`src/rtl/param_modn_counter.sv`:
```
// param_modn_counter
// Synchronous modulo-N up/down counter with parallel load, enable, and
// one-shot or free-run operation. It reports terminal count (tc), a wrap
// pulse, a done level and a busy level.
// q, wrap, done and busy are registered. tc is decoded combinationally from
// the registered state and the live direction input.

module param_modn_counter #(
   parameter int              WIDTH      = 4,
   parameter longint unsigned MODULUS    = 16,
   parameter longint unsigned RESET_VAL  = 0,
   parameter bit              AUTO_START = 1'b1
) (
   input  logic             clk,
   input  logic             reset,
   input  logic             en,
   input  logic             up,
   input  logic             load,
   input  logic [WIDTH-1:0] load_val,
   input  logic             one_shot,
   input  logic             start,
   output logic [WIDTH-1:0] q,
   output logic             tc,
   output logic             wrap,
   output logic             done,
   output logic             busy
);

   // Modulus is held WIDTH+1 bits wide so that MODULUS == 2**WIDTH fits.
   localparam logic [WIDTH:0]   MOD_EXT = (WIDTH+1)'(MODULUS);
   localparam logic [WIDTH-1:0] MAX_VAL = WIDTH'(MODULUS - 1);
   localparam logic [WIDTH-1:0] RST_Q   = WIDTH'(RESET_VAL);

   typedef enum logic [1:0] {
      IDLE = 2'd0,
      RUN  = 2'd1,
      DONE = 2'd2
   } state_t;

   localparam state_t RST_STATE = AUTO_START ? RUN : IDLE;

   state_t state;

   // The terminal value is the last value before a wrap in the current direction.
   function automatic logic [WIDTH-1:0] terminal_val(input logic dir_up);
      return dir_up ? MAX_VAL : '0;
   endfunction

   // The start value is the first value of a fresh count in the current direction.
   function automatic logic [WIDTH-1:0] start_val(input logic dir_up);
      return dir_up ? '0 : MAX_VAL;
   endfunction

   // Load values outside the count range saturate to the largest legal value.
   function automatic logic [WIDTH-1:0] clamp_load(input logic [WIDTH-1:0] v);
      logic [WIDTH:0] ext;
      ext = {1'b0, v};
      if (ext >= MOD_EXT) begin
         return MAX_VAL;
      end
      return v;
   endfunction

   // Compute one step in WIDTH+1 bits.
   // An out-of-range result folds back into 0..MODULUS-1, so q is never
   // loaded with a value at or above MODULUS, even in the terminal cases.
   // Those terminal cases are normally handled by the FSM before this
   // function is reached.
   function automatic logic [WIDTH-1:0] step(input logic [WIDTH-1:0] cur,
                                             input logic             dir_up);
      logic [WIDTH:0] sum;
      if (dir_up) begin
         sum = {1'b0, cur} + (WIDTH+1)'(1);
         if (sum >= MOD_EXT) begin
            sum = '0;
         end
      end else begin
         sum = {1'b0, cur} - (WIDTH+1)'(1);
         if (sum[WIDTH]) begin
            sum = {1'b0, MAX_VAL};
         end
      end
      return sum[WIDTH-1:0];
   endfunction

   // Terminal count is only meaningful while the counter is running.
   assign tc = (state == RUN) && (q == terminal_val(up));

   // Single FSM: state, count value and all registered status outputs.
   // Priority is reset, then load, then start, then count.
   always_ff @(posedge clk) begin
      if (reset) begin
         state <= RST_STATE;
         q     <= RST_Q;
         wrap  <= 1'b0;
         done  <= 1'b0;
         busy  <= AUTO_START;
      end else begin
         wrap <= 1'b0;
         if (load) begin
            q <= clamp_load(load_val);
            if (state == DONE) begin
               state <= IDLE;
               done  <= 1'b0;
               busy  <= 1'b0;
            end
         end else if (start) begin
            state <= RUN;
            q     <= start_val(up);
            done  <= 1'b0;
            busy  <= 1'b1;
         end else begin
            case (state)
               RUN: begin
                  if (en) begin
                     if (q == terminal_val(up)) begin
                        if (one_shot) begin
                           state <= DONE;
                           done  <= 1'b1;
                           busy  <= 1'b0;
                        end else begin
                           q    <= start_val(up);
                           wrap <= 1'b1;
                        end
                     end else begin
                        q <= step(q, up);
                     end
                  end
               end
               DONE: begin
                  // Hold the terminal value until a start or a load arrives.
               end
               default: begin
                  // IDLE holds q and ignores en.
               end
            endcase
         end
      end
   end

endmodule

```
`config.mk`:
```
export PLATFORM = sky130hd
export DESIGN_NAME = param_modn_counter
export DESIGN_NICKNAME = d
export VERILOG_FILES = /design/src/rtl/param_modn_counter.sv
export SDC_FILE = /design/constraint.sdc
export NUM_CORES = 1
export LEC_CHECK = 0
export CORE_UTILIZATION = 40
export DETAILED_ROUTE_END_ITERATION = 6
export PLACE_DENSITY = 0.68
export SLEW_MARGIN = 20
export SYNTH_ARGS = -nofsm -noshare
export SYNTH_HDL_FRONTEND = slang
export SYNTH_SLANG_ARGS = --single-unit
```
`constraint.sdc`:
```
create_clock -name clk -period 4.3 [get_ports clk]
set_input_delay 1.29 -clock clk [delete_from_list [all_inputs] [get_ports clk]]
set_output_delay 1.29 -clock clk [all_outputs]
set_load 0.02 [all_outputs]
```
After elaboration in Yosys (flattened, before gate mapping):

Index checks and enable logic that the tools add are counted.

* output and inout bits: 8
* input port bits: 11
* logic and storage cells: 56
* register bits: 9

* reduce and logical (&&, ||, !) cells: 8
* $add $sub $neg: 2
* multiplexer cells: 32
* $lt $le $gt $ge: 1
* bitwise operators: 3
* eq/ne operators: 5

Operators with widths (count)
* $mux W4: 11
* $mux W1: 14
* $mux W2: 7
* $reduce_bool A3 Y1: 4
* $reduce_or A6 Y1: 1
* $add A4 B1 Y5 const B: 1
* $ge A5 B5 Y1 const B: 1
* $reduce_and A5 Y1: 1
* $sub A4 B1 Y5 const B: 1
* $eq A4 B4 Y1: 1
* $ne A4 B4 Y1 const B: 1
* $not A1 Y1: 3
* $reduce_and A3 Y1: 1
* $eq A2 B1 Y1 const B: 1
* $eq A2 B2 Y1 const B: 1
* $ne A2 B1 Y1 const B: 1
* $logic_and A1 B1 Y1: 1

Logic depth before layout (Yosys ltp):

* depth after elaboration: 9
* depth in mapped cells: 7

Least setup slack after synthesis:

Ideal clock, no wire load.

* path type: input port to output port
* from: input up
* to: output tc
* stages on the path: 4
* arrival: 2053 ps
* setup slack: 957 ps
* path through: buf_2 nor2_1 a22o_4 and3_2

* longest elaborated chain between the ends: 3

RTL lines
* start, declared: RTL line 17 `input logic up,`
* $mux W4: RTL line 46 `return dir_up ? MAX_VAL : '0;`
* $eq A4 B4 Y1: RTL line 87 `assign tc = (state == RUN) && (q == terminal_val(up));`
* $logic_and A1 B1 Y1: RTL line 87
* end, declared: RTL line 23 `output logic tc,`

No other way between the ends.

Final worst setup path:

Same ends and word-level chain as after synthesis.

==> out/qor.csv <==
metric,value,unit
outcome,"finished, final reports clean",
period_share,0.968,
grt_max_degree,10,
cp_common_cell,clkdlybuf4s50_1,
tightest_slew,0.532,ns
final-max-slew-violation-count,0,
antenna_found_initial,0,
fp.dieW,39.4,um
seq_area,140,um^2
crit_slowest_cell,clkdlybuf4s50_1,
syn_area_per_cell,8.46,um^2
slew_headroom,0.643,
cts_tree,yes,
dieArea,1550,um^2
rsz0062_at_grt,false,
hp-class,flip-flop to flip-flop,
route.detailed.drc,0,
max-cap-violations,0,
holdPathStages,2,
r2r_slack,2.59,ns
cellLeakagePower,0.296,nW
gp_congestion,0.806,
clock-root-buffer,clkbuf_4,
num_vias,587,
portBuffers,18,
antenna_left,0,
layout-drive-gt1-share,0.126,
tritoncts.num_buffers,3,
via_per_inst,5.75,
boundaryPins,19,
max_freq,240,MHz
worstHoldStart,done$_SDFFE_PP0P_,
start_util,0.429,
finalSetupTns,0,ns
hold_end,done$_SDFFE_PP0P_,
required,3.01,ns
ctsLongestPathBuffers,2,
reg2reg_depth,5,
synthesis.area,558,um^2
hold_buffers,0,
r2r-end,state[0]$_SDFFE_PP1P_,
crit_type,primary input to output port,
end_kind,output port,
dieHeight,39.4,um
cts_setup_buffers,0,
drt_wl_total,1420,um
worstPathCellList,clkdlybuf4s50_1 -> nor2_1 -> a22o_4 -> and3_2 -> clkdlybuf4s50_1,
place_area,749,um^2
first_global_vias,504,
fp-row-count,13,
ys_seq_area_frac,0.251,
cts-resized-gates,0,
finalPower,0.213,mW
synth_cells,66,
multi_input_area,380,um^2
ir_drop,0.120,mV
ys_types,34,
report.final.setup_viol,0,
grt_use_total,0.226,
overflow,0,
htreeDepth,1,
yosys_warnings,0,
synthToLayoutAreaGrowth,39.0,%
dp_hpwl,1090,um
core_area,1300,um^2
powerDensity,274,nW/um^2
num-fill-cells,130,
syn-num-nets,79,
clkTransAtPathRegs,0.05,ns
dr.first_iter.drc_count,2,
clkSinkCount,7,
hold_violations,0,
ys_ff_latch,7,
cp-start-kind,primary input,
cpPeakStageDelay,0.53,ns
stdcell_area,776,um^2
clkLatencyLatePin,0.25,ns
wl_per_cell,13.9,um
cp.arrival,2.87,ns
reg2reg_from,q[0]$_SDFFE_PP0P_,
grt_pass1_wl,2210,um
antenna_cells,0,
fin_nets,101,
fin_skew,0.00339,ns
crit_fanout,4,
finalCriticalPeriod,4.16,ns
first_pass_iters,4,
[worst max-delay path: cells and delay by family]
kind | cells | cell delay [ns]
buffers and inverters | 2 | 1.01
AOI/OAI and AO/OA | 1 | 0.30
and+or+nand+nor | 2 | 0.27
[stage by stage]
stage	instances	utilization	hold WS [ns]	worst slack [ns]
3_3_place_gp	98	0.576	0.487	0.162
2_1_floorplan	66	-	0.562	0.957
4_1_cts	102	0.596	0.512	0.141
3_5_place_dp	98	0.576	0.497	0.139
5_1_grt	102	0.596	0.545	0.109
6_report	102	0.596	0.507	0.135
[kinds of logic (layout without fill, tap and decap cells)]
family | Yosys count | after routing | synth area share
flops | 7 | 7 | 0.251
simple gates | 22 | 22 | 0.229
compound gates | 25 | 25 | 0.374
buf+inv | 8 | 29 | 0.0673
fa+ha+maj | 2 | 2 | 0.0448
mux | 1 | 1 | 0.0179
xor+xnor | 1 | 1 | 0.0157
[cells in the mapped netlist]
cell | n | area share
buf_2 | 1 | 0.0090
inv_1 | 6 | 0.040
and3_1 | 1 | 0.011
and4_1 | 1 | 0.016
a21o_1 | 1 | 0.013
nand3_2 | 1 | 0.018
o21ai_0 | 5 | 0.045
o21bai_1 | 1 | 0.013
a311oi_1 | 1 | 0.016
and3_2 | 1 | 0.013
o41a_1 | 1 | 0.020
xnor2_1 | 1 | 0.016
a221o_1 | 2 | 0.036
o22ai_1 | 2 | 0.022
a211oi_1 | 3 | 0.040
mux2i_1 | 1 | 0.018
a21oi_4 | 1 | 0.029
a21oi_1 | 2 | 0.018
a211oi_2 | 1 | 0.022
ha_1 | 2 | 0.045
a22o_4 | 1 | 0.031
nor2b_1 | 1 | 0.011
clkdlybuf4s25_2 | 1 | 0.018
dfxtp_1 | 7 | 0.25
nor3_1 | 2 | 0.018
a221oi_2 | 1 | 0.027
and2_1 | 2 | 0.022
nor2_1 | 8 | 0.054
a31oi_1 | 1 | 0.011
o31ai_1 | 1 | 0.013
nor3b_1 | 2 | 0.027
o221ai_1 | 1 | 0.016
nand3_1 | 2 | 0.018
and4_4 | 1 | 0.020
[state kept, by name, indices dropped and copies added, names as in the netlist]
register,cells
state,1
q,4
done,1
wrap,1
[layer usage]
layer  routed length [um]  up-vias  share of wire  track usage
li1                     -      295              -            -
met1                  630      269           0.44        0.241
met2                  698       21           0.49        0.388
met3                   84        2          0.059        0.102
met4                    4        0         0.0028       0.0776
met5                    0        -              0            0
[cell type report]
cell class / count / area share
Clock buffer: 4 / 0.0339
Inverter: 6 / 0.0290
Multi-Input combinational cell: 51 / 0.490
Sequential cell: 7 / 0.181
Tap cell: 15 / 0.0242
Timing Repair Buffer: 19 / 0.242
[where the power goes]
part,switching [mW],internal [mW]
Combinational,0.0370,0.0381
Clock,0.0247,0.0354
Sequential,0.00796,0.0693
[how the worst max path moves through the flow]
stage,startpoint,end,slack [ns],cells past startpoint
after floorplan,up,tc,0.96,4
after global placement,up,tc,0.16,5
after detailed placement,up,tc,0.14,5
after CTS,up,tc,0.14,5
after global routing,up,tc,0.11,5
final,up,tc,0.14,5
[placed cells by master (no fill, tap or decap), types with 2 or more instances in the layout]
| cell | instances |
|---|---|
| a211oi_1 | 3 |
| nor3b_1 | 2 |
| a21oi_1 | 2 |
| clkdlybuf4s50_1 | 18 |
| nor3_1 | 2 |
| ha_1 | 2 |
| dfxtp_1 | 7 |
| nand3_1 | 2 |
| clkbuf_4 | 3 |
| o22ai_1 | 2 |
| o21ai_0 | 5 |
| nor2_1 | 8 |
| and2_1 | 2 |
| a221o_1 | 2 |
| inv_1 | 6 |
Note: power is estimated with default switching activity, not from simulation.
